File: src/rtl/p5_cpu_pkg.sv
// p5_cpu shared definitions: state encoding, opcode/op constants, shift
// codes, instruction field positions and a field-extraction helper.
package p5_cpu_pkg;

  typedef enum logic [2:0] {
    S_WAIT, S_DECODE, S_GETA, S_GETB, S_EXEC, S_WRITE, S_WRITE_IMM, S_HALT
  } state_t;

  localparam logic [2:0] OPC_ALU  = 3'b101;
  localparam logic [2:0] OPC_MOV  = 3'b110;
  localparam logic [2:0] OPC_HALT = 3'b111;

  // op under OPC_MOV
  localparam logic [1:0] OP_MOVR = 2'b00;
  localparam logic [1:0] OP_MOVI = 2'b10;
  // op under OPC_ALU; doubles as the ALU function select
  localparam logic [1:0] OP_ADD  = 2'b00;
  localparam logic [1:0] OP_CMP  = 2'b01;
  localparam logic [1:0] OP_AND  = 2'b10;
  localparam logic [1:0] OP_MVN  = 2'b11;

  localparam logic [1:0] SH_NONE = 2'b00;
  localparam logic [1:0] SH_LSL  = 2'b01;
  localparam logic [1:0] SH_LSR  = 2'b10;
  localparam logic [1:0] SH_ASR  = 2'b11;

  localparam int OPC_HI = 15, OPC_LO = 13;
  localparam int OP_HI  = 12, OP_LO  = 11;
  localparam int RN_HI  = 10, RN_LO  = 8;
  localparam int RD_HI  = 7,  RD_LO  = 5;
  localparam int SH_HI  = 4,  SH_LO  = 3;
  localparam int RM_HI  = 2,  RM_LO  = 0;
  localparam int IMM_HI = 7,  IMM_LO = 0;

  typedef struct packed {
    logic [2:0] opcode;
    logic [1:0] op;
    logic [2:0] rn;
    logic [2:0] rd;
    logic [1:0] sh;
    logic [2:0] rm;
    logic [7:0] imm8;
  } instr_t;

  function automatic instr_t fields(input logic [15:0] ir);
    instr_t f;
    f.opcode = ir[OPC_HI:OPC_LO];
    f.op     = ir[OP_HI:OP_LO];
    f.rn     = ir[RN_HI:RN_LO];
    f.rd     = ir[RD_HI:RD_LO];
    f.sh     = ir[SH_HI:SH_LO];
    f.rm     = ir[RM_HI:RM_LO];
    f.imm8   = ir[IMM_HI:IMM_LO];
    return f;
  endfunction

endpackage

File: src/rtl/p5_alu.sv
// p5_alu: combinational barrel shift of B, ALU and status-flag computation.
module p5_alu import p5_cpu_pkg::*; #(
  parameter int DATA_W = 16
) (
  input  logic [DATA_W-1:0] ain,
  input  logic [DATA_W-1:0] bin,
  input  logic [1:0]        sh,
  input  logic [1:0]        aluop,
  output logic [DATA_W-1:0] result,
  output logic              n,
  output logic              v,
  output logic              z
);

  logic [DATA_W-1:0] bsh;

  // single-position shift of the Rm operand
  always_comb begin
    bsh = bin;
    case (sh)
      SH_LSL:  bsh = {bin[DATA_W-2:0], 1'b0};
      SH_LSR:  bsh = {1'b0, bin[DATA_W-1:1]};
      SH_ASR:  bsh = {bin[DATA_W-1], bin[DATA_W-1:1]};
      default: bsh = bin;
    endcase
  end

  // function select; add wraps modulo 2^DATA_W
  always_comb begin
    result = '0;
    case (aluop)
      OP_ADD:  result = ain + bsh;
      OP_CMP:  result = ain - bsh;
      OP_AND:  result = ain & bsh;
      default: result = ~bsh;
    endcase
  end

  // v is the subtraction overflow: operand signs differ and the result
  // sign differs from A. Only consumed when the op is CMP.
  assign n = result[DATA_W-1];
  assign z = (result == '0);
  assign v = (ain[DATA_W-1] ^ bsh[DATA_W-1]) & (result[DATA_W-1] ^ ain[DATA_W-1]);

endmodule

File: src/rtl/p5_cpu.sv
// p5_cpu: multi-cycle simple-RISC core (FSM, IR, register file, A/B/C,
// flags). Optional HALT instruction enabled by defining CPU_HALT_EN.
module p5_cpu import p5_cpu_pkg::*; #(
  parameter int DATA_W = 16
) (
  input  logic              clk,
  input  logic              reset,
  input  logic              s,
  input  logic              load,
  input  logic [15:0]       in,
  output logic [DATA_W-1:0] out,
  output logic              N,
  output logic              V,
  output logic              Z,
  output logic              w,
  output logic              ill
`ifdef CPU_HALT_EN
  ,
  output logic              halted
`endif
);

  state_t                     state, nstate;
  logic [15:0]                ir;
  logic [DATA_W-1:0]          ra, rb, rc;
  logic [7:0][DATA_W-1:0]     regs;
  instr_t                     f;
  logic                       is_mov, is_cmp;
  logic [DATA_W-1:0]          ain, alu_res, sximm8;
  logic [1:0]                 aluop;
  logic                       alu_n, alu_v, alu_z;

  assign f      = fields(ir);
  assign is_mov = (f.opcode == OPC_MOV);
  assign is_cmp = (f.opcode == OPC_ALU) && (f.op == OP_CMP);
  assign sximm8 = {{(DATA_W-8){f.imm8[7]}}, f.imm8};

  // MOV reg reuses the adder with A forced to zero
  assign ain   = is_mov ? '0 : ra;
  assign aluop = is_mov ? OP_ADD : f.op;

  p5_alu #(.DATA_W(DATA_W)) u_alu (
    .ain(ain), .bin(rb), .sh(f.sh), .aluop(aluop),
    .result(alu_res), .n(alu_n), .v(alu_v), .z(alu_z)
  );

  // state register
  always_ff @(posedge clk) begin
    if (!reset) state <= S_WAIT;
    else        state <= nstate;
  end

  // next state and illegal-instruction strobe
  always_comb begin
    nstate = state;
    ill    = 1'b0;
    case (state)
      S_WAIT:   if (s) nstate = S_DECODE;
      S_DECODE: begin
        nstate = S_WAIT;
        if (is_mov && f.op == OP_MOVI)                      nstate = S_WRITE_IMM;
        else if ((is_mov && f.op == OP_MOVR) ||
                 (f.opcode == OPC_ALU && f.op == OP_MVN))   nstate = S_GETB;
        else if (f.opcode == OPC_ALU)                       nstate = S_GETA;
`ifdef CPU_HALT_EN
        else if (f.opcode == OPC_HALT)                      nstate = S_HALT;
`endif
        else                                                ill    = 1'b1;
      end
      S_GETA:      nstate = S_GETB;
      S_GETB:      nstate = S_EXEC;
      S_EXEC:      nstate = is_cmp ? S_WAIT : S_WRITE;
      S_WRITE:     nstate = S_WAIT;
      S_WRITE_IMM: nstate = S_WAIT;
`ifdef CPU_HALT_EN
      S_HALT:      nstate = S_HALT;
`endif
      default:     nstate = S_WAIT;
    endcase
  end

  // datapath: IR, operand latches, C, flags and register writeback
  always_ff @(posedge clk) begin
    if (!reset) begin
      ir   <= '0;
      ra   <= '0;
      rb   <= '0;
      rc   <= '0;
      regs <= '0;
      N    <= 1'b0;
      V    <= 1'b0;
      Z    <= 1'b0;
    end else begin
      if (load && state == S_WAIT) ir <= in;
      case (state)
        S_GETA: ra <= regs[f.rn];
        S_GETB: rb <= regs[f.rm];
        S_EXEC: begin
          if (is_cmp) begin
            N <= alu_n;
            V <= alu_v;
            Z <= alu_z;
          end else begin
            rc <= alu_res;
          end
        end
        S_WRITE:     regs[f.rd] <= rc;
        S_WRITE_IMM: regs[f.rn] <= sximm8;
        default: ;
      endcase
    end
  end

  assign out = rc;
  assign w   = (state == S_WAIT);
`ifdef CPU_HALT_EN
  assign halted = (state == S_HALT);
`endif

endmodule

File: config.mk
export PLATFORM = sky130hd
export DESIGN_NAME = p5_cpu
export DESIGN_NICKNAME = d
export VERILOG_FILES = /design/src/rtl/p5_cpu_pkg.sv /design/src/rtl/p5_alu.sv /design/src/rtl/p5_cpu.sv
export SDC_FILE = /design/constraint.sdc
export NUM_CORES = 1
export LEC_CHECK = 0
export CAP_MARGIN = 25
export CORE_ASPECT_RATIO = 0.7
export CORE_UTILIZATION = 30
export CTS_CLUSTER_SIZE = 25
export DETAILED_ROUTE_END_ITERATION = 8
export REMOVE_ABC_BUFFERS = 1
export SYNTH_ARGS = -nofsm -noshare
export SYNTH_HDL_FRONTEND = slang
export SYNTH_SLANG_ARGS = --single-unit
File: constraint.sdc
create_clock -name clk -period 4.4 [get_ports clk]
set_input_delay 0.88 -clock clk [delete_from_list [all_inputs] [get_ports clk]]
set_output_delay 0.88 -clock clk [all_outputs]
set_load 0.02 [all_outputs]
==> metrics.txt, run 1 <==
run status finished, final reports clean; commonest non-fill, non-tap cell in the layout dfxtp_1; number of global-route vias before repair 10597; Mean Syn Cell Area 8.74 µm²; area of placed instances 13200 µm²; Post-DP HPWL 28.6 mm; Synth Instances 1396; P_leak 5.09 nW; CP Class reg -> reg; Bufs and invs on worst path 0; Final Setup Violations 0; dpl cells 1910; Max rail drop VDD 275 µV; Slew @ Worst Pin 1.14 ns; flop2flop setup slack 0.38 ns; RSZ-0062 raised after global routing no; unique cell type count in the Yosys netlist 75; Post-synth top flop dfxtp_1; crit-path max FO 7; Max Root-Sink Buffers 2; WL per Instance 21.7 µm; clk_lat worst skew 0.46 ns; Post-CTS Hold Buffers 0; Hold Fails Final Rpt 0; Finished Layout Cells 1943; die width 243 µm; GR Util All Layers 20.4%; Initial Utilization 30.6%; Max Clk Rate 249 MHz; Top Ports 41; sequential area share after synthesis 32.5%; Port Buffers 40; Max Cap Viol 0; worst r2r src ir[3]; WP data arrival 4.42 ns; clock-pin slew on the worst setup and hold paths 0.08 ns; final design instance area without fill 13800 µm²; worst hold margin 0.468 ns; TritonRoute pass-1 iters 6; row cnt 61; cell depth of the worst setup path 19; worst path cell trace mux2i_1 -> nor2_1 -> a21oi_2 -> ha_1 -> nand4_1 -> or2b_1 -> nor2_1 -> a21oi_1 -> xor2_1 -> ha_1 -> o21a_1 -> o21a_1 -> nor2_1 -> a2111o_1 -> a2111oi_1 -> a211oi_1 -> nand4b_1 -> nand4b_1 -> o21ai_1; normalized max-slew margin 23.7%; YS warnings 0; Area growth syn-to-layout 13.4%; Tmin final 4.02 ns; hold_sp Z; initial antenna violation count 0; cell family with most CP delay compound AO/OA/AOI/OAI gates; residual DRC count 0; number of nets with antenna violations after routing 0; ANT cells 0; post-synthesis cell area 12200 µm²; Pins Over Slew Limit 0; Hold EP Z; cell taking the most area after synthesis dfxtp_1; critical path's slowest cell dfxtp_2; Root Buffer clkbuf_16; async set or reset register ratio after synthesis 0%; H-tree levels 4; core box area 39900 µm²; Period Utilization, post-route 91.4%; DR vias 11168; Final Power 4.01 mW; Post-Route WL 42.2 mm; die footprint 41500 µm²; Via density 5.75; Worst path most repeated cell nor2_1; top post-synthesis cells by area dfxtp_1 32%, mux4_2 9.2%, nand2_1 5.8%, o221a_2 5.0%, o21ai_0 4.6%; Setup crit end kind flip-flop; Max stage delay on crit path 0.41 ns; Reg2Reg Depth 19; GRT Residual Overflow 0; global-route wire length before repair 64.8 mm; Clock Skew 0.0152 ns; Final Wtd Congestion 0.886; most frequent cells in the layout 191 x dfxtp_1, 188 x nand2_1, 121 x nor2_1, 110 x o21ai_0, 73 x and2_1; Multi-input gate area 7740 µm²; share of layout cells above drive strength 1 17.2%; r2r endpoint Z; number of synthesized flops with an enable pin 0; clk sinks 198; P per Cell Area 290 nW/µm²; #FFs+latches synth 198; CTS tree built; top cell type's share of synthesized area 32.5%; crit path launch type flip-flop; layout net count 1434; Req. time, crit path 4.80 ns; Die Ht 171 µm; Hold Crit Depth 2; TritonCTS buffer count 17; Worst Hold Class reg -> reg; DR iter-0 viols 1259; Reg area 3970 µm²; largest net degree at the start of global routing 119; fill count 4030
-- cells by family (layout without fill, tap and decap cells) --
kind of cell | Yosys count | after routing | share of synthesized area [%]
AOI/OAI and AO/OA | 418 | 418 | 24.9
xor gates and xnor gates | 27 | 27 | 1.94
adders and majority gates | 19 | 19 | 2.01
buffers and inverters | 126 | 138 | 4.39
DFF | 198 | 198 | 32.5
muxes | 111 | 111 | 14.4
and+or+nand+nor | 497 | 497 | 19.9
-- stage by stage --
step	worst slack, ns	TNS, ns	utilization, %
4_1_cts	0.210	0	34.6
6_report	0.377	0	34.7
2_1_floorplan	-0.291	-3.06	-
3_3_place_gp	0.264	0	33.1
5_1_grt	0.0317	0	34.7
3_5_place_dp	0.245	0	33.1
-- report_power, final --
part	internal [mW]	leakage (nW)	switching (mW)	total, mW
logic	0.223	3.21	0.328	0.551
clock network	0.817	0.281	0.796	1.61
registers	1.80	1.60	0.0445	1.85
total	2.84	5.09	1.17	4.01
-- timing repair --
action	4_1_cts	5_1_grt
resized for setup	0	4
endpoints found under the setup margin	0	1
buffers inserted	0	0
-- final cells by class --
type                            instances  area share (%)
Sequential cell                       198            28.7
Tap cell                              535            4.83
Inverter                               13           0.352
Clock buffer                           19            3.20
Timing Repair Buffer                   93            6.04
Clock inverter                         13            1.02
Multi-Input combinational cell       1072            55.9
-- registers in the layout, indices dropped and copies added, names as in the netlist --
name,flops
ir,16
state,3
out,16
ra,16
rb,16
Z,1
V,1
N,1
regs,128
-- cell usage after synthesis, drive strengths merged (10+ instances only) --
cell type  count
o21ai        125
nor3          10
dfxtp        198
mux4          50
nor2         130
o221a         54
a21oi         54
xnor2         17
inv           12
nand2        189
mux2i         56
xor2          10
ha            18
nand2b        13
clkbuf        73
a31oi         20
a21boi        20
a22oi         53
buf           40
and2          75
o211a         41
nand3         17
nor3b         17
nor2b         14
-- worst max path at each step --
stage	startpoint	end	slack (ns)
6_report	ir[3]	Z	0.38
5_1_grt	ir[3]	Z	0.03
2_1_floorplan	state[0]	regs[103]	-0.29
3_5_place_dp	ir[3]	Z	0.24
3_3_place_gp	ir[3]	Z	0.26
4_1_cts	ir[3]	Z	0.21
-- worst register-to-register path: stages (launching register included) --
cell,delay [ns]
dfxtp_2,0.41
mux2i_1,0.20
nor2_1,0.07
a21oi_2,0.18
ha_1,0.22
nand4_1,0.14
or2b_1,0.27
nor2_1,0.13
a21oi_1,0.10
xor2_1,0.16
ha_1,0.36
o21a_1,0.17
o21a_1,0.11
nor2_1,0.05
a2111o_1,0.41
a2111oi_1,0.39
a211oi_1,0.11
nand4b_1,0.17
nand4b_1,0.19
o21ai_1,0.12
-- layer usage --
layer	GRT usage [%]	vias up	share of wire [%]
met5	0	-	0
met4	4.65	0	1.6
met3	7.92	49	11
met2	29.3	534	41
met1	28.3	5460	46
li1	-	5125	-
Note: power is estimated with default switching activity, not from simulation.
==> inputs of run 2 (changes only) <==
Settings changed: SLEW_MARGIN from default to 20.
Clock period 4.4 ns to 3.39 ns, I/O delays scaled along.
==> run 2 against run 1 <==
Net effect:
- the run now ends with negative setup slack left
- core utilization is 2.9 points higher
- first-iteration DRC count decreased by 1.5%
- worst hold slack better by 0.0035 ns
- worst setup slack lost 0.57 ns
- clock skew down 0.0021 ns
- critical path type unchanged
- critical endpoint is now V
- largest power group unchanged
==> metrics.txt, run 2 (synthesis gave the netlist of run 1 again) <==
Hold Fails Final Rpt 0 (unchanged); Setup crit end kind flip-flop (unchanged); Initial Utilization 30.6% (unchanged); fill count 3966 (was 4030); RSZ-0062 raised after global routing yes (was no); Post-DP HPWL 30.3 mm (was 28.6 mm); Clock Skew 0.0132 ns (was 0.0152 ns); number of global-route vias before repair 10979 (was 10597); Reg2Reg Depth 18 (was 19); residual DRC count 0 (unchanged); row cnt 61 (unchanged); worst path cell trace mux2i_1 -> nor2_1 -> a21oi_2 -> ha_2 -> nand4_1 -> buf_4 -> o31ai_4 -> xnor2_1 -> ha_1 -> a21oi_2 -> o21ai_2 -> o31a_1 -> nor4_1 -> a21oi_1 -> xnor2_1 -> mux2i_1 -> nor4_1 -> a311o_1 (was mux2i_1 -> nor2_1 -> a21oi_2 -> ha_1 -> nand4_1 -> or2b_1 -> nor2_1 -> a21oi_1 -> xor2_1 -> ha_1 -> o21a_1 -> o21a_1 -> nor2_1 -> a2111o_1 -> a2111oi_1 -> a211oi_1 -> nand4b_1 -> nand4b_1 -> o21ai_1); Area growth syn-to-layout 23.0% (was 13.4%); Hold Crit Depth 2 (unchanged); clock-pin slew on the worst setup and hold paths 0.08 ns (about the same); crit path launch type flip-flop (unchanged); TritonCTS buffer count 17 (unchanged); GR Util All Layers 21.1% (was 20.4%); Post-Route WL 44.0 mm (was 42.2 mm); Port Buffers 40 (unchanged); most frequent cells in the layout 191 x dfxtp_1, 185 x nand2_1, 160 x buf_4, 116 x nor2_1, 98 x o21ai_0 (was 191 x dfxtp_1, 188 x nand2_1, 121 x nor2_1, 110 x o21ai_0, 73 x and2_1); DR vias 11558 (was 11168); Top Ports 41 (unchanged); die width 243 µm (unchanged); Via density 5.61 (was 5.75); post-route core utilization 37.6% (was 34.7%); Post-CTS Hold Buffers 0 (unchanged); Tmin final 3.58 ns (was 4.02 ns); DR iter-0 viols 1240 (was 1259); r2r endpoint V (was Z); Finished Layout Cells 2059 (was 1943); Req. time, crit path 3.74 ns (was 4.80 ns); Max Cap Viol 0 (unchanged); Pins Over Slew Limit 0 (unchanged); TritonRoute pass-1 iters 6 (unchanged); ANT cells 0 (unchanged); Final Wtd Congestion 0.866 (was 0.886); die footprint 41500 µm² (unchanged); dpl cells 2019 (was 1910); cell family with most CP delay compound AO/OA/AOI/OAI gates (unchanged); WP data arrival 3.93 ns (was 4.42 ns); failing checks negative setup slack; layout net count 1550 (was 1434); GRT Residual Overflow 0 (unchanged); largest register by flop count regs (unchanged); critical path's slowest cell dfxtp_4 (was dfxtp_2); P per Cell Area 371 nW/µm² (was 290 nW/µm²); crit-path max FO 6 (was 7); Worst Hold Class reg -> reg (unchanged); Max Clk Rate 279 MHz (was 249 MHz); Bufs and invs on worst path 1 (was 0); Max rail drop VDD 345 µV (was 275 µV); clk_lat worst skew 0.47 ns (was 0.46 ns); commonest non-fill, non-tap cell in the layout dfxtp_1 (unchanged); P_leak 5.74 nW (was 5.09 nW); share of layout cells above drive strength 1 26.0% (was 17.2%); CTS tree built (unchanged); number of nets with antenna violations after routing 0 (unchanged); cell depth of the worst setup path 18 (was 19); WL per Instance 21.4 µm (was 21.7 µm); initial antenna violation count 0 (unchanged); clk sinks 198 (unchanged); largest net degree at the start of global routing 103 (was 119); CP Class reg -> reg (unchanged); max reg flops 128 (unchanged); Slew @ Worst Pin 1.04 ns (was 1.14 ns); Root Buffer clkbuf_16 (unchanged); Post-Place Setup Slack -0.552 ns (was 0.245 ns); Die Ht 171 µm (unchanged); run status finished, violations left (was finished, final reports clean); core box area 39900 µm² (unchanged); worst hold margin 0.471 ns (was 0.468 ns); H-tree levels 4 (unchanged); Final Setup Violations 4 (was 0); global-route wire length before repair 67.2 mm (was 64.8 mm); hold_sp Z (unchanged); Max Root-Sink Buffers 2 (unchanged); final setup margin -0.189 ns (was 0.377 ns); worst r2r src ir[3] (unchanged); Max stage delay on crit path 0.39 ns (was 0.41 ns); flop2flop setup slack -0.19 ns (was 0.38 ns); normalized max-slew margin 30.1% (was 23.7%); Period Utilization, post-route 106% (was 91.4%); Hold EP Z (unchanged)
[run 2: changes by cell type in the layout (fill, tap and decap cells not counted), sizes merged]
cell           before  now
clkdlybuf4s15       1    0
clkbuf             19   18
clkinv              6    4
clkinvlp            2    4
bufinv              1    2
buf                53  170
[run 2: how the worst max path moves through the flow]
| stage | from | to | slack (ns) |
|---|---|---|---|
| floorplan | state[0] | regs[103] | -1.30 |
| global placement | ir[3] | Z | -0.50 |
| detailed placement | ir[3] | Z | -0.55 |
| CTS | ir[3] | V | -0.25 |
| global route | ir[3] | Z | -0.48 |
| finish | ir[3] | V | -0.19 |
[run 2: worst reg2reg max path, cell delays in order (launching register included)]
cell and delay (ns):
dfxtp_4 0.39, mux2i_1 0.19, nor2_1 0.07, a21oi_2 0.15, ha_2 0.20, nand4_1 0.11, buf_4 0.18, o31ai_4 0.18
xnor2_1 0.15, ha_1 0.29, a21oi_2 0.15, o21ai_2 0.08, o31a_1 0.26, nor4_1 0.18, a21oi_1 0.12, xnor2_1 0.15
mux2i_1 0.23, nor4_1 0.08, a311o_1 0.33
[run 2: layer usage]
layer	up-vias	GRT usage [%]	wire [µm]
met5	-	0	0
met4	0	5.28	569
met3	50	6.96	4740
met2	564	30.8	18400
met1	5579	29.7	20300
li1	5365	-	-
[run 2: final cells by class]
type | count | area (µm²) | area share, %
clock buffers | 18 | 429 | 2.86
clock inverters | 14 | 169 | 1.12
inverters | 13 | 48.8 | 0.325
multi-input cells | 1072 | 7970 | 53.0
flip-flops and latches | 198 | 3980 | 26.5
well taps | 535 | 669 | 4.46
repair buffers | 209 | 1760 | 11.7
[run 2: timing repair]
| item | CTS | global route |
|---|---|---|
| gates resized for setup | 35 | 36 |
| pin swaps | 20 | 27 |
| buffers inserted | 3 | 8 |
| setup endpoints to repair | 13 | 14 |
[run 2: per-stage QoR]
stage / power, mW / TNS [ns] / instance area, µm²
2_1_floorplan: 2.90 / -105.25 / 11700
4_1_cts: 5.49 / -0.915 / 14800
6_report: 5.57 / -0.563 / 15000
5_1_grt: 5.75 / -2.43 / 15000
3_5_place_dp: 3.33 / -3.37 / 14100
3_3_place_gp: 3.33 / -2.66 / 14100
[run 2: report_power, final]
part	switching [mW]	leakage, nW	internal (mW)	total (mW)
sequential	0.0471	1.60	2.34	2.39
combinational	0.544	3.86	0.500	1.04
clock	1.03	0.280	1.11	2.14
==> inputs of run 3 (changes only) <==
Settings changed: SYNTH_HIERARCHICAL from default to 1.
==> run 3 against run 2 <==
Net effect:
- the flow still finishes with violations (negative setup slack)
- cell count increased by 7.4%
- worst setup slack got worse by 0.52 ns
- largest cell class unchanged
- wire length is 12% higher
- register-to-register slack got worse by 0.52 ns
- fmax shrank 13%
- power shrank 0.70%
==> metrics.txt, run 3 <==
P per Cell Area 345 nW/µm² (was 371 nW/µm²); final setup margin -0.713 ns (was -0.189 ns); #FFs+latches synth 198 (unchanged); Finished Layout Cells 2211 (was 2059); clk sinks 198 (unchanged); CP Class reg -> reg (unchanged); H-tree levels 4 (unchanged); die footprint 45500 µm² (was 41500 µm²); top cell type's share of synthesized area 29.6% (was 32.5%); cell taking the most area after synthesis dfxtp_1 (unchanged); Port Buffers 40 (unchanged); async set or reset register ratio after synthesis 0% (unchanged); Post-Route WL 49.3 mm (was 44.0 mm); Die Ht 179 µm (was 171 µm); core box area 43900 µm² (was 39900 µm²); Post-CTS Hold Buffers 0 (unchanged); initial antenna violation count 0 (unchanged); run status finished, violations left (unchanged); Mean Syn Cell Area 8.77 µm² (was 8.74 µm²); layout net count 1643 (was 1550); Root Buffer clkbuf_16 (unchanged); Via density 6.00 (was 5.61); Tmin final 4.10 ns (was 3.58 ns); Worst Hold Class reg -> reg (unchanged); Req. time, crit path 3.79 ns (was 3.74 ns); GRT Residual Overflow 0 (unchanged); CTS tree built (unchanged); most frequent cells in the layout 190 x dfxtp_1, 167 x buf_4, 153 x nand2_1, 135 x nand4_1, 100 x nor2_1 (was 191 x dfxtp_1, 185 x nand2_1, 160 x buf_4, 116 x nor2_1, 98 x o21ai_0); share of layout cells above drive strength 1 25.3% (was 26.0%); sequential area share after synthesis 29.6% (was 32.5%); Max Root-Sink Buffers 2 (unchanged); Top Ports 41 (unchanged); max reg flops 128 (unchanged); Max Clk Rate 244 MHz (was 279 MHz); global-route wire length before repair 75.0 mm (was 67.2 mm); WL per Instance 22.3 µm (was 21.4 µm); TritonCTS buffer count 17 (unchanged); Pins Over Slew Limit 0 (unchanged); largest register by flop count regs (unchanged); die width 255 µm (was 243 µm); post-synthesis cell area 13400 µm² (was 12200 µm²); Max Cap Viol 0 (unchanged); Setup crit end kind flip-flop (unchanged); DR iter-0 viols 1922 (was 1240); ANT cells 0 (unchanged); RSZ-0062 raised after global routing yes (unchanged); TritonRoute pass-1 iters 7 (was 6); Area growth syn-to-layout 19.8% (was 23.0%); top post-synthesis cells by area dfxtp_1 30%, mux2i_1 6.6%, nand4_1 6.3%, mux4_2 5.4%, o221a_2 4.5% (was dfxtp_1 32%, mux4_2 9.2%, nand2_1 5.8%, o221a_2 5.0%, o21ai_0 4.6%); P_leak 6.31 nW (was 5.74 nW); Reg2Reg Depth 19 (was 18); normalized max-slew margin 28.7% (was 30.1%); worst hold margin 0.480 ns (was 0.471 ns); Max rail drop VDD 278 µV (was 345 µV); crit path launch type flip-flop (unchanged); clk_lat worst skew 0.46 ns (was 0.47 ns); Initial Utilization 30.5% (was 30.6%); GR Util All Layers 21.5% (was 21.1%); Post-DP HPWL 33.8 mm (was 30.3 mm); unique cell type count in the Yosys netlist 89 (was 75); number of nets with antenna violations after routing 0 (unchanged); DR vias 13274 (was 11558); largest net degree at the start of global routing 106 (was 103); residual DRC count 0 (unchanged); Hold Fails Final Rpt 0 (unchanged); fill count 4463 (was 3966); number of global-route vias before repair 12421 (was 10979); Period Utilization, post-route 121% (was 106%); row cnt 64 (was 61); Slew @ Worst Pin 1.07 ns (was 1.04 ns); Clock Skew 0.0148 ns (was 0.0132 ns); YS warnings 6 (was 0); Synth Instances 1528 (was 1396); dpl cells 2158 (was 2019); number of synthesized flops with an enable pin 0 (unchanged); Hold Crit Depth 2 (unchanged); WP data arrival 4.50 ns (was 3.93 ns); commonest non-fill, non-tap cell in the layout dfxtp_1 (unchanged); Final Wtd Congestion 0.917 (was 0.866); Final Setup Violations 9 (was 4); Post-synth top flop dfxtp_1 (unchanged); clock-pin slew on the worst setup and hold paths 0.08 ns (about the same); leading cell type by number of instances after synthesis dfxtp_1 (unchanged); failing checks negative setup slack (unchanged); crit-path max FO 4 (was 6); top cells by count, synth 198 x dfxtp_1, 153 x nand2_1, 135 x nand4_1, 105 x nor2_1, 94 x clkbuf_1 (was 198 x dfxtp_1, 188 x nand2_1, 121 x nor2_1, 111 x o21ai_0)
run 3: cell count changes after synthesis, moves of 17 or more:
cell,delta
a22oi_1,-27
buf_1,-19
nand4_1,+132
o21ai_0,-49
mux2i_1,+33
nand2_1,-35
a21oi_1,-17
buf_2,+25
clkbuf_1,+21
nor2b_1,+22
mux4_2,-18
and2_1,-46
run 3: layout make-up:
type | instances | area (µm²) | area share (%)
timing repair buffer | 220 | 1880 | 11.7
clock inverter | 14 | 140 | 0.873
inverter | 19 | 71.3 | 0.444
tap | 594 | 743 | 4.63
multi-input combinational | 1148 | 8800 | 54.9
sequential | 198 | 3980 | 24.8
clock buffer | 18 | 429 | 2.67
run 3: timing repair:
action	4_1_cts	5_1_grt
setup endpoints to repair	14	14
gates cloned	0	1
resized for setup	45	31
pin swaps	26	23
buffers inserted	9	11
run 3: report_power, final:
| group | switching (mW) | internal [mW] |
|---|---|---|
| combinational | 0.593 | 0.496 |
| sequential | 0.0577 | 2.34 |
| clock | 1.07 | 0.979 |
| total | 1.72 | 3.81 |
run 3: cell families after synthesis:
logic type,share of synthesized area (%)
simple gates,23.3
compound gates,22.6
flops,29.6
buf+inv,6.82
mux,14.4
xor+xnor,1.50
fa+ha+maj,1.83
run 3: final timing paths:
| kind | from | end | slack (ns) |
|---|---|---|---|
| setup / recovery | ir[3] | V | -0.71 |
| hold reg to reg | regs[53] | regs[53] | 0.48 |
| hold / removal | regs[53] | regs[53] | 0.48 |
| setup reg to reg | ir[3] | V | -0.71 |
run 3: metal layers:
metal  GRT usage (%)  wire length (µm)
met1            30.8             22200
met2            31.4             21000
met3            5.53              5140
met4            6.14               953
met5               0                 0
run 3: per-stage QoR:
stage / utilization, % / total power, mW / cell area, µm² / setup WS (ns) / setup TNS [ns]
after detailed placement: 34.2 / 3.37 / 15000 / -1.05 / -8.02
after global routing: 36.6 / 5.74 / 16000 / -0.884 / -6.33
after floorplan: - / 2.92 / 12600 / -1.31 / -42.46
final: 36.6 / 5.53 / 16000 / -0.713 / -4.67
after CTS: 36.0 / 5.47 / 15800 / -0.599 / -3.76
after global placement: 34.2 / 3.36 / 15000 / -0.965 / -7.09
run 3: critical path, cell delays in order (launching register included):
cell and delay, ns:
dfxtp_4 0.37, mux2_4 0.31, mux2i_4 0.18, ha_4 0.16
inv_2 0.04, nor4_2 0.15, buf_4 0.17, nor2_2 0.04
xor2_1 0.16, ha_1 0.30, buf_6 0.13, a2111o_1 0.38
o211ai_1 0.34, a21oi_2 0.15, a41oi_2 0.23, xnor2_2 0.10
or4b_1 0.51, nand4_1 0.10, mux2i_1 0.07, nor2b_1 0.12
